--- config.mk ---
export PLATFORM = sky130hd
export DESIGN_NAME = nfc_command_responder
export DESIGN_NICKNAME = d
export VERILOG_FILES = /design/src/rtl/nfc_command_responder.sv
export SDC_FILE = /design/constraint.sdc
export NUM_CORES = 1
export LEC_CHECK = 0
export ABC_AREA = 1
export CAP_MARGIN = 25
export CELL_PAD_IN_SITES_DETAIL_PLACEMENT = 1
export CELL_PAD_IN_SITES_GLOBAL_PLACEMENT = 1
export CORE_UTILIZATION = 31
export DETAILED_ROUTE_END_ITERATION = 12
export GPL_TIMING_DRIVEN = 0
export PLACE_DENSITY = 0.91
export SLEW_MARGIN = 10
export SYNTH_ARGS = -nofsm -noshare
export SYNTH_HDL_FRONTEND = slang
export SYNTH_SLANG_ARGS = --single-unit
--- constraint.sdc ---
create_clock -name iSystemClock -period 1.9 [get_ports iSystemClock]
set_input_delay 0.38 -clock iSystemClock [delete_from_list [all_inputs] [get_ports iSystemClock]]
set_output_delay 0.38 -clock iSystemClock [all_outputs]
set_load 0.05 [all_outputs]
--- src/rtl/nfc_command_responder.sv ---
// NAND command responder: takes one command, waits for the target way's R/B#, launches the engine, reports a 24-bit status.
// Optional watchdog on the WAITRB/EXEC waits is built when NFC_CMD_TIMEOUT_EN is defined.
module nfc_command_responder #(
  parameter int NumberOfWays  = 2,
  parameter int TimeoutCycles = 65535
) (
  input  logic                    iSystemClock,
  input  logic                    iReset,
  input  logic [5:0]              iOpcode,
  input  logic [4:0]              iTargetID,
  input  logic [4:0]              iSourceID,
  input  logic [31:0]             iAddress,
  input  logic [15:0]             iLength,
  input  logic                    iCMDValid,
  output logic                    oCMDReady,
  output logic [23:0]             oStatus,
  output logic                    oStatusValid,
  input  logic [NumberOfWays-1:0] iReadyBusy,
  output logic [5:0]              oEngOpcode,
  output logic [NumberOfWays-1:0] oEngWaySelect,
  output logic [31:0]             oEngAddress,
  output logic [15:0]             oEngLength,
  output logic                    oEngStart,
  input  logic                    iEngDone,
  input  logic [7:0]              iEngStatus
);

  typedef enum logic [2:0] {
    S_IDLE,
    S_CHECK,
    S_WAITRB,
    S_ISSUE,
    S_EXEC,
    S_REPORT
  } state_t;

  localparam logic [5:0] WayCount = 6'(NumberOfWays);

  state_t                  r_state;
  state_t                  w_state_next;
  logic [5:0]              r_opcode;
  logic [4:0]              r_target;
  logic [4:0]              r_source;
  logic [31:0]             r_address;
  logic [15:0]             r_length;
  logic [23:0]             r_status;
  logic [NumberOfWays-1:0] w_way_onehot;
  logic                    w_way_ready;
  logic                    w_timeout_hit;
  logic                    w_capture;
  logic [4:0]              w_code;
  logic [7:0]              w_eng_status;
  logic                    w_engine_phase;
  logic                    w_unused_source;

  genvar gi;
  generate
    for (gi = 0; gi < NumberOfWays; gi = gi + 1) begin : g_way
      assign w_way_onehot[gi] = (r_target == 5'(gi));
    end
  endgenerate

  // Masking with the one-hot avoids an out-of-range index when the target is invalid.
  assign w_way_ready     = |(iReadyBusy & w_way_onehot);
  assign w_unused_source = ^r_source;

`ifdef NFC_CMD_TIMEOUT_EN
  localparam logic [15:0] TimeoutLimit = 16'(TimeoutCycles);

  logic [15:0] r_timeout_count;
  logic        w_watch_state;

  assign w_watch_state = (r_state == S_WAITRB) || (r_state == S_EXEC);
  assign w_timeout_hit = w_watch_state && ((r_timeout_count + 16'd1) == TimeoutLimit);

  // Any state change restarts the count, so each WAITRB/EXEC visit starts at zero.
  always_ff @(posedge iSystemClock) begin
    if (iReset) begin
      r_timeout_count <= 16'd0;
    end else if (w_state_next != r_state) begin
      r_timeout_count <= 16'd0;
    end else if (w_watch_state) begin
      r_timeout_count <= r_timeout_count + 16'd1;
    end
  end
`else
  logic [15:0] w_unused_limit;

  assign w_unused_limit = 16'(TimeoutCycles);
  assign w_timeout_hit  = 1'b0;
`endif

  always_ff @(posedge iSystemClock) begin
    if (iReset) begin
      r_state <= S_IDLE;
    end else begin
      r_state <= w_state_next;
    end
  end

  always_comb begin
    w_state_next = r_state;
    w_capture    = 1'b0;
    w_code       = 5'd0;
    w_eng_status = 8'd0;
    case (r_state)
      S_IDLE: begin
        if (iCMDValid) begin
          w_state_next = S_CHECK;
        end
      end
      S_CHECK: begin
        if ({1'b0, r_target} >= WayCount) begin
          w_state_next = S_REPORT;
          w_capture    = 1'b1;
          w_code       = 5'd1;
        end else if (r_opcode == 6'd0) begin
          w_state_next = S_REPORT;
          w_capture    = 1'b1;
          w_code       = 5'd2;
        end else begin
          w_state_next = S_WAITRB;
        end
      end
      S_WAITRB: begin
        if (w_way_ready) begin
          w_state_next = S_ISSUE;
        end else if (w_timeout_hit) begin
          w_state_next = S_REPORT;
          w_capture    = 1'b1;
          w_code       = 5'd3;
        end
      end
      S_ISSUE: begin
        w_state_next = S_EXEC;
      end
      S_EXEC: begin
        // Completion wins over a watchdog expiry in the same cycle.
        if (iEngDone) begin
          w_state_next = S_REPORT;
          w_capture    = 1'b1;
          w_eng_status = iEngStatus;
        end else if (w_timeout_hit) begin
          w_state_next = S_REPORT;
          w_capture    = 1'b1;
          w_code       = 5'd3;
        end
      end
      S_REPORT: begin
        w_state_next = S_IDLE;
      end
      default: begin
        w_state_next = S_IDLE;
      end
    endcase
  end

  always_ff @(posedge iSystemClock) begin
    if (iReset) begin
      r_opcode  <= 6'd0;
      r_target  <= 5'd0;
      r_source  <= 5'd0;
      r_address <= 32'd0;
      r_length  <= 16'd0;
      r_status  <= 24'd0;
    end else begin
      if ((r_state == S_IDLE) && iCMDValid) begin
        r_opcode  <= iOpcode;
        r_target  <= iTargetID;
        r_source  <= iSourceID;
        r_address <= iAddress;
        r_length  <= iLength;
      end
      if (w_capture) begin
        r_status <= {w_eng_status, r_opcode, r_target, w_code};
      end
    end
  end

  // Outputs are forced low for the whole time reset is held, not just after the edge.
  assign w_engine_phase = !iReset && ((r_state == S_ISSUE) || (r_state == S_EXEC));
  assign oCMDReady      = !iReset && (r_state == S_IDLE);
  assign oEngStart      = !iReset && (r_state == S_ISSUE);
  assign oStatusValid   = !iReset && (r_state == S_REPORT);
  assign oStatus        = iReset ? 24'd0 : r_status;
  assign oEngOpcode     = w_engine_phase ? r_opcode : 6'd0;
  assign oEngAddress    = w_engine_phase ? r_address : 32'd0;
  assign oEngLength     = w_engine_phase ? r_length : 16'd0;
  assign oEngWaySelect  = w_engine_phase ? w_way_onehot : '0;

endmodule

==> impl_metrics.py, run 1 <==
metrics = {
    "status": {
        "run_status": "complete, but fails checks",
        "violations": "setup timing",
    },
    "power": {
        "irDropWorstVdd_mv": 0.593,
        "p_leak_nw": 2.72,
        "total_power_mw": 8.64,
        "p_per_area_mw_per_mm2": 1340,
    },
    "finish": {
        "mostFrequentLayoutCells": "inv_1, dfxtp_1, clkdlybuf4s50_1, a21oi_1, o21ai_0",
        "area.growth.synth_to_final_pct": 61.0,
        "fin_cells": 867,
        "final_common_cell": "inv_1",
        "drive_gt1_frac": 0.286,
        "nets": 768,
        "antenna_cells": 0,
    },
    "cts": {
        "cts_buffers": 9,
        "clock_path_buffers": 2,
        "cts_sinks": 83,
        "h-tree-depth": 3,
        "cts_root_buf": "clkbuf_16",
        "clkLatencyLatePin_ps": 340,
        "cts_tree": "done",
        "clk_pin_slew_ps": 70,
    },
    "floorplanning": {
        "row_count": 41,
        "pin_count": 161,
        "die_x_um": 116,
        "start_util": 0.318,
        "die-area_mm2": 0.0134,
        "core_mm2": 0.0126,
        "fp.dieH_um": 116,
    },
    "sta": {
        "timing.final.ws_setup_ps": -176,
        "timing.hold.ws_ps": 356,
        "hold_viol": 0,
        "finalCriticalPeriod_ps": 2080,
        "rsz0062_at_grt": "yes",
        "period_share": 1.09,
        "timing.fmax_ghz": 0.482,
        "clock_skew_ps": 11.7,
        "final-setup-viol-count": 55,
        "slew_violations": 0,
    },
    "critical_path": {
        "critPathCaptureType": "output pin",
        "required_ps": 1520,
        "cp.arrival_ps": 1700,
        "r2r-end": "r_address[14]$_SDFFE_PP0P_",
        "r2r_cells": 7,
        "crit_type": "flop to output pin",
        "r2r-start": "r_state[2]$_SDFFE_PP0P_",
        "r2r_setup_slack_ps": 90,
        "critPathLaunchType": "flop",
        "path_max_fanout": 10,
    },
    "route": {
        "wirelength_um": 14300,
        "vias": 4020,
        "top_layer": "met4",
        "wl_met3_um": 691,
        "wl_per_cell_um": 16.5,
        "wl_met2_um": 7780,
        "route.layer.met1.wl_um": 5320,
        "drtAntennaViolNets": 0,
        "drc": 0,
        "drtIter0Drc": 115,
        "vias_per_cell": 4.64,
        "drt_pass1_iterations": 4,
    },
    "synth": {
        "yosysUniqueCellTypes": 27,
        "synth.avg_cell_area_um2": 7.81,
        "syn_inst": 514,
        "ys_seq_elements": 83,
        "synth-seq-area-share": 0.414,
        "ys_warn_count": 0,
        "netlist_area_mm2": 0.00401,
    },
    "placement": {
        "routabilityCongestion": 0.795,
        "dpl.hpwl_um": 10300,
        "placed_cells_incl_taps": 839,
        "io_buffers": 151,
    },
    "grt": {
        "antenna_found_initial": 0,
        "grt_pass1_vias": 4397,
        "grt_first_pass_wirelength_um": 21200,
        "overflow": 0,
        "grtUsageTotal": 0.207,
        "grt_start_max_net_pins": 14,
    },
    "hold_path": {
        "min_path_type": "input port to flop",
        "holdPathStages": 2,
        "min_to": "r_state[2]$_SDFFE_PP0P_",
        "min_from": "iReset",
    },
    "job": {
        "maxCapViolations": 0,
    },
}
-- layout make-up --
| cell class | count | area [µm²] |
|---|---|---|
| Sequential cell | 83 | 1670 |
| Inverter | 95 | 357 |
| Clock inverter | 4 | 73.8 |
| Clock buffer | 12 | 246 |
| Fill cell | 1527 | 6160 |
| Tap cell | 172 | 215 |
| Timing Repair Buffer | 163 | 1740 |
| Multi-Input combinational cell | 300 | 1860 |
| Buffer | 38 | 300 |
-- where the power goes --
group          switching (mW)  internal [mW]
combinational            2.71           1.43
clock                   0.717           1.19
sequential              0.271           2.32
total                    3.70           4.94
-- sequential cells by signal (all words and copies together), names as in the netlist --
name / flops
r_address: 32
r_length: 16
r_opcode: 6
r_state: 3
r_status: 21
r_target: 5
-- synth_stat cells (all sizes together) --
library cell,n,area (µm²)
inv,95,357
nor2,92,663
dfxtp,83,1660
a21oi,73,399
o21ai,62,314
nand2,33,129
buf,25,215
nand3,18,108
clkbuf,13,48.8
o22ai,8,50.1
nor3,5,25.0
nand4,3,18.8
conb,1,3.75
nand3b,1,7.51
nor4,1,6.26
o21a,1,7.51
-- metrics by stage --
step	TNS [ps]	worst slack [ps]	util	area, µm²
floorplan	-1300	-466	-	4060
global placement	-36960	-611	0.458	5780
detailed placement	-39860	-661	0.458	5780
CTS	-9620	-233	0.492	6210
global route	-10600	-244	0.512	6460
finish	-6550	-176	0.512	6460
-- worst max path at each step --
stage                                  from  cells after the start                to  slack (ps)
global route        r_state[0]$_SDFFE_PP0P_                      8     oEngLength[1]        -240
global placement                     iReset                      7       oStatus[18]        -610
CTS                 r_state[2]$_SDFFE_PP0P_                      8     oEngLength[2]        -230
finish              r_state[0]$_SDFFE_PP0P_                      8     oEngLength[1]        -180
floorplan           r_state[0]$_SDFFE_PP0P_                      5  oEngWaySelect[0]        -470
detailed placement                   iReset                      7       oStatus[22]        -660
-- routing by layer --
metal	vias up	GRT usage
li1	1960	-
met1	1904	0.209
met2	119	0.398
met3	37	0.0497
met4	0	0.0897
met5	-	0
-- kinds of logic (layout without fill, tap and decap cells) --
family | after synthesis | after routing | synth area share
DFF | 83 | 83 | 0.414
and+or+nand+nor | 153 | 153 | 0.238
other | 1 | 3 | 0.000934
AOI/OAI and AO/OA | 144 | 144 | 0.192
buffers and inverters | 133 | 312 | 0.155
-- repair_timing --
item                       CTS  global route
cloned                       0             2
buffers inserted             1             9
pin swaps                    1             4
hold endpoints to repair     0             0
hold buffers                 0             0
resized for setup          479            42
setup endpoints to repair   80            73
-- worst max-delay path, stage by stage, from the launching register on --
cell     delay (ps)
dfxtp_4         380
nor2_4          120
nand2_2          80
o21ai_4          80
nand2_4         100
buf_12          160
buf_12          160
nor2_4          120
buf_8           160
(Power assumes the default switching activity.)
==> run 2: changes to the inputs <==
PLACE_DENSITY = default   (was 0.91)
PLACE_DENSITY_LB_ADDON = 0.15   (was default)
==> run 2 against run 1 <==
  * Clock power decreased by 14%
  * The flow still finishes with violations (setup timing)
  * Power decreased by 2.8%
  * Die area stayed put
  * Register-to-register slack improved by 160 ps
  * Via count shrank 1.9%
  * Worst setup slack got worse by 5.4 ps
  * Global-route usage decreased by 1.3 points
  * Clock skew fell by 8.1 ps
  * Fmax shrank 0.26%
==> impl_metrics.py, run 2 (synthesis results as in run 1) <==
metrics = {
    "cts": {
        "cts_sinks": 83,
        "cts_tree": "done",
        "cts_buffers": 9,
        "clock_path_buffers": 2,
        "h-tree-depth": 3,
        "cts_root_buf": "clkbuf_16",
        "clkLatencyLatePin_ps": 340,
        "clk_pin_slew_ps": 60,
    },
    "grt": {
        "overflow": 0,
        "grt_pass1_vias": 4042,
        "grt_start_max_net_pins": 13,
        "grtUsageTotal": 0.193,
        "antenna_found_initial": 0,
        "grt_first_pass_wirelength_um": 19500,
    },
    "critical_path": {
        "critPathLaunchType": "flop",
        "cp.arrival_ps": 1700,
        "critPathCaptureType": "output pin",
        "r2r_setup_slack_ps": 250,
        "path_max_fanout": 5,
        "crit_type": "flop to output pin",
        "required_ps": 1520,
    },
    "finish": {
        "largest_register_ffs": 32,
        "mostFrequentLayoutCells": "inv_1, dfxtp_1, clkdlybuf4s50_1, a21oi_1, o21ai_0",
        "drive_gt1_frac": 0.286,
        "final_common_cell": "inv_1",
        "largest_registers": "r_address x32, r_status x21, r_length x16",
        "area.growth.synth_to_final_pct": 61.9,
        "nets": 769,
        "antenna_cells": 0,
        "largest_register": "r_address",
    },
    "power": {
        "total_power_mw": 8.39,
        "p_per_area_mw_per_mm2": 1290,
        "irDropWorstVdd_mv": 0.609,
        "p_leak_nw": 2.72,
    },
    "floorplanning": {
        "die_x_um": 116,
        "fp.dieH_um": 116,
        "die-area_mm2": 0.0134,
        "start_util": 0.318,
        "row_count": 41,
        "pin_count": 161,
        "core_mm2": 0.0126,
    },
    "route": {
        "wirelength_um": 13000,
        "vias_per_cell": 4.54,
        "vias": 3942,
        "drtIter0Drc": 129,
        "top_layer": "met4",
        "wl_per_cell_um": 15.0,
        "route.layer.met1.wl_um": 5200,
        "drt_pass1_iterations": 6,
        "wl_met3_um": 911,
        "wl_met2_um": 6730,
        "drc": 0,
        "drtAntennaViolNets": 0,
    },
    "sta": {
        "timing.fmax_ghz": 0.480,
        "clock_skew_ps": 3.60,
        "slew_violations": 0,
        "timing.final.ws_setup_ps": -181,
        "final-setup-viol-count": 51,
        "hold_viol": 0,
        "finalSetupTns_ps": -7530,
        "finalCriticalPeriod_ps": 2080,
        "rsz0062_at_grt": "yes",
        "period_share": 1.10,
    },
    "placement": {
        "dpl.hpwl_um": 9270,
        "io_buffers": 151,
        "routabilityCongestion": 0.814,
    },
    "status": {
        "run_status": "complete, but fails checks",
        "violations": "setup timing",
    },
    "job": {
        "maxCapViolations": 0,
    },
    "hold_path": {
        "min_path_type": "input port to flop",
    },
}
-- run 2: cell type report --
type	instances	area, µm²
fill	1516	6120
inverter	95	357
clock inverter	2	10.0
sequential	83	1670
multi-input combinational	300	1900
timing repair buffer	164	1770
clock buffer	14	264
buffer	38	317
tap	172	215
-- run 2: path summary, 6_finish.rpt --
path / from / to / cells after the start
setup / recovery: r_state[0]$_SDFFE_PP0P_ / oEngOpcode[3] / 8
hold / removal: iReset / r_state[2]$_SDFFE_PP0P_ / 2
hold reg to reg: r_status[20]$_SDFFE_PP0P_ / r_status[20]$_SDFFE_PP0P_ / 2
setup reg to reg: r_state[1]$_SDFFE_PP0P_ / r_address[12]$_SDFFE_PP0P_ / 7
-- run 2: power breakdown --
part	switching [mW]	internal (mW)	leakage [nW]
clock network	0.685	0.954	0.137
registers	0.234	2.32	0.686
logic	2.70	1.49	1.90
total	3.62	4.77	2.72
-- run 2: worst max-delay path, stage by stage (launching register included) --
cell	delay, ps
dfxtp_4	360
nor2_4	120
nand2_2	80
o21ai_4	80
nand2_4	100
buf_4	160
clkbuf_16	170
nor2_4	130
buf_8	150
-- run 2: routing by layer --
layer | GRT usage | up-vias
met5 | 0 | -
met1 | 0.211 | 1881
met3 | 0.0779 | 11
li1 | - | 1956
met4 | 0.0547 | 0
met2 | 0.345 | 94
-- run 2: per-stage QoR --
step	setup WS [ps]	instances	utilization	hold WS, ps	cell area (µm²)
after global routing	-234	868	0.515	396	6500
after CTS	-135	862	0.498	345	6280
after global placement	-647	839	0.458	439	5780
after floorplan	-466	516	-	430	4060
final	-181	868	0.515	398	6500
after detailed placement	-652	839	0.458	455	5780
-- run 2: what timing repair did --
| item | 4_1_cts | 5_1_grt |
|---|---|---|
| setup endpoints to repair | 80 | 69 |
| endpoints found under the hold margin | 0 | 0 |
| cloned | 1 | 2 |
| pin swaps | 2 | 4 |
| hold buffers | 0 | 0 |
| resized for setup | 487 | 36 |
| buffers inserted | 6 | 4 |
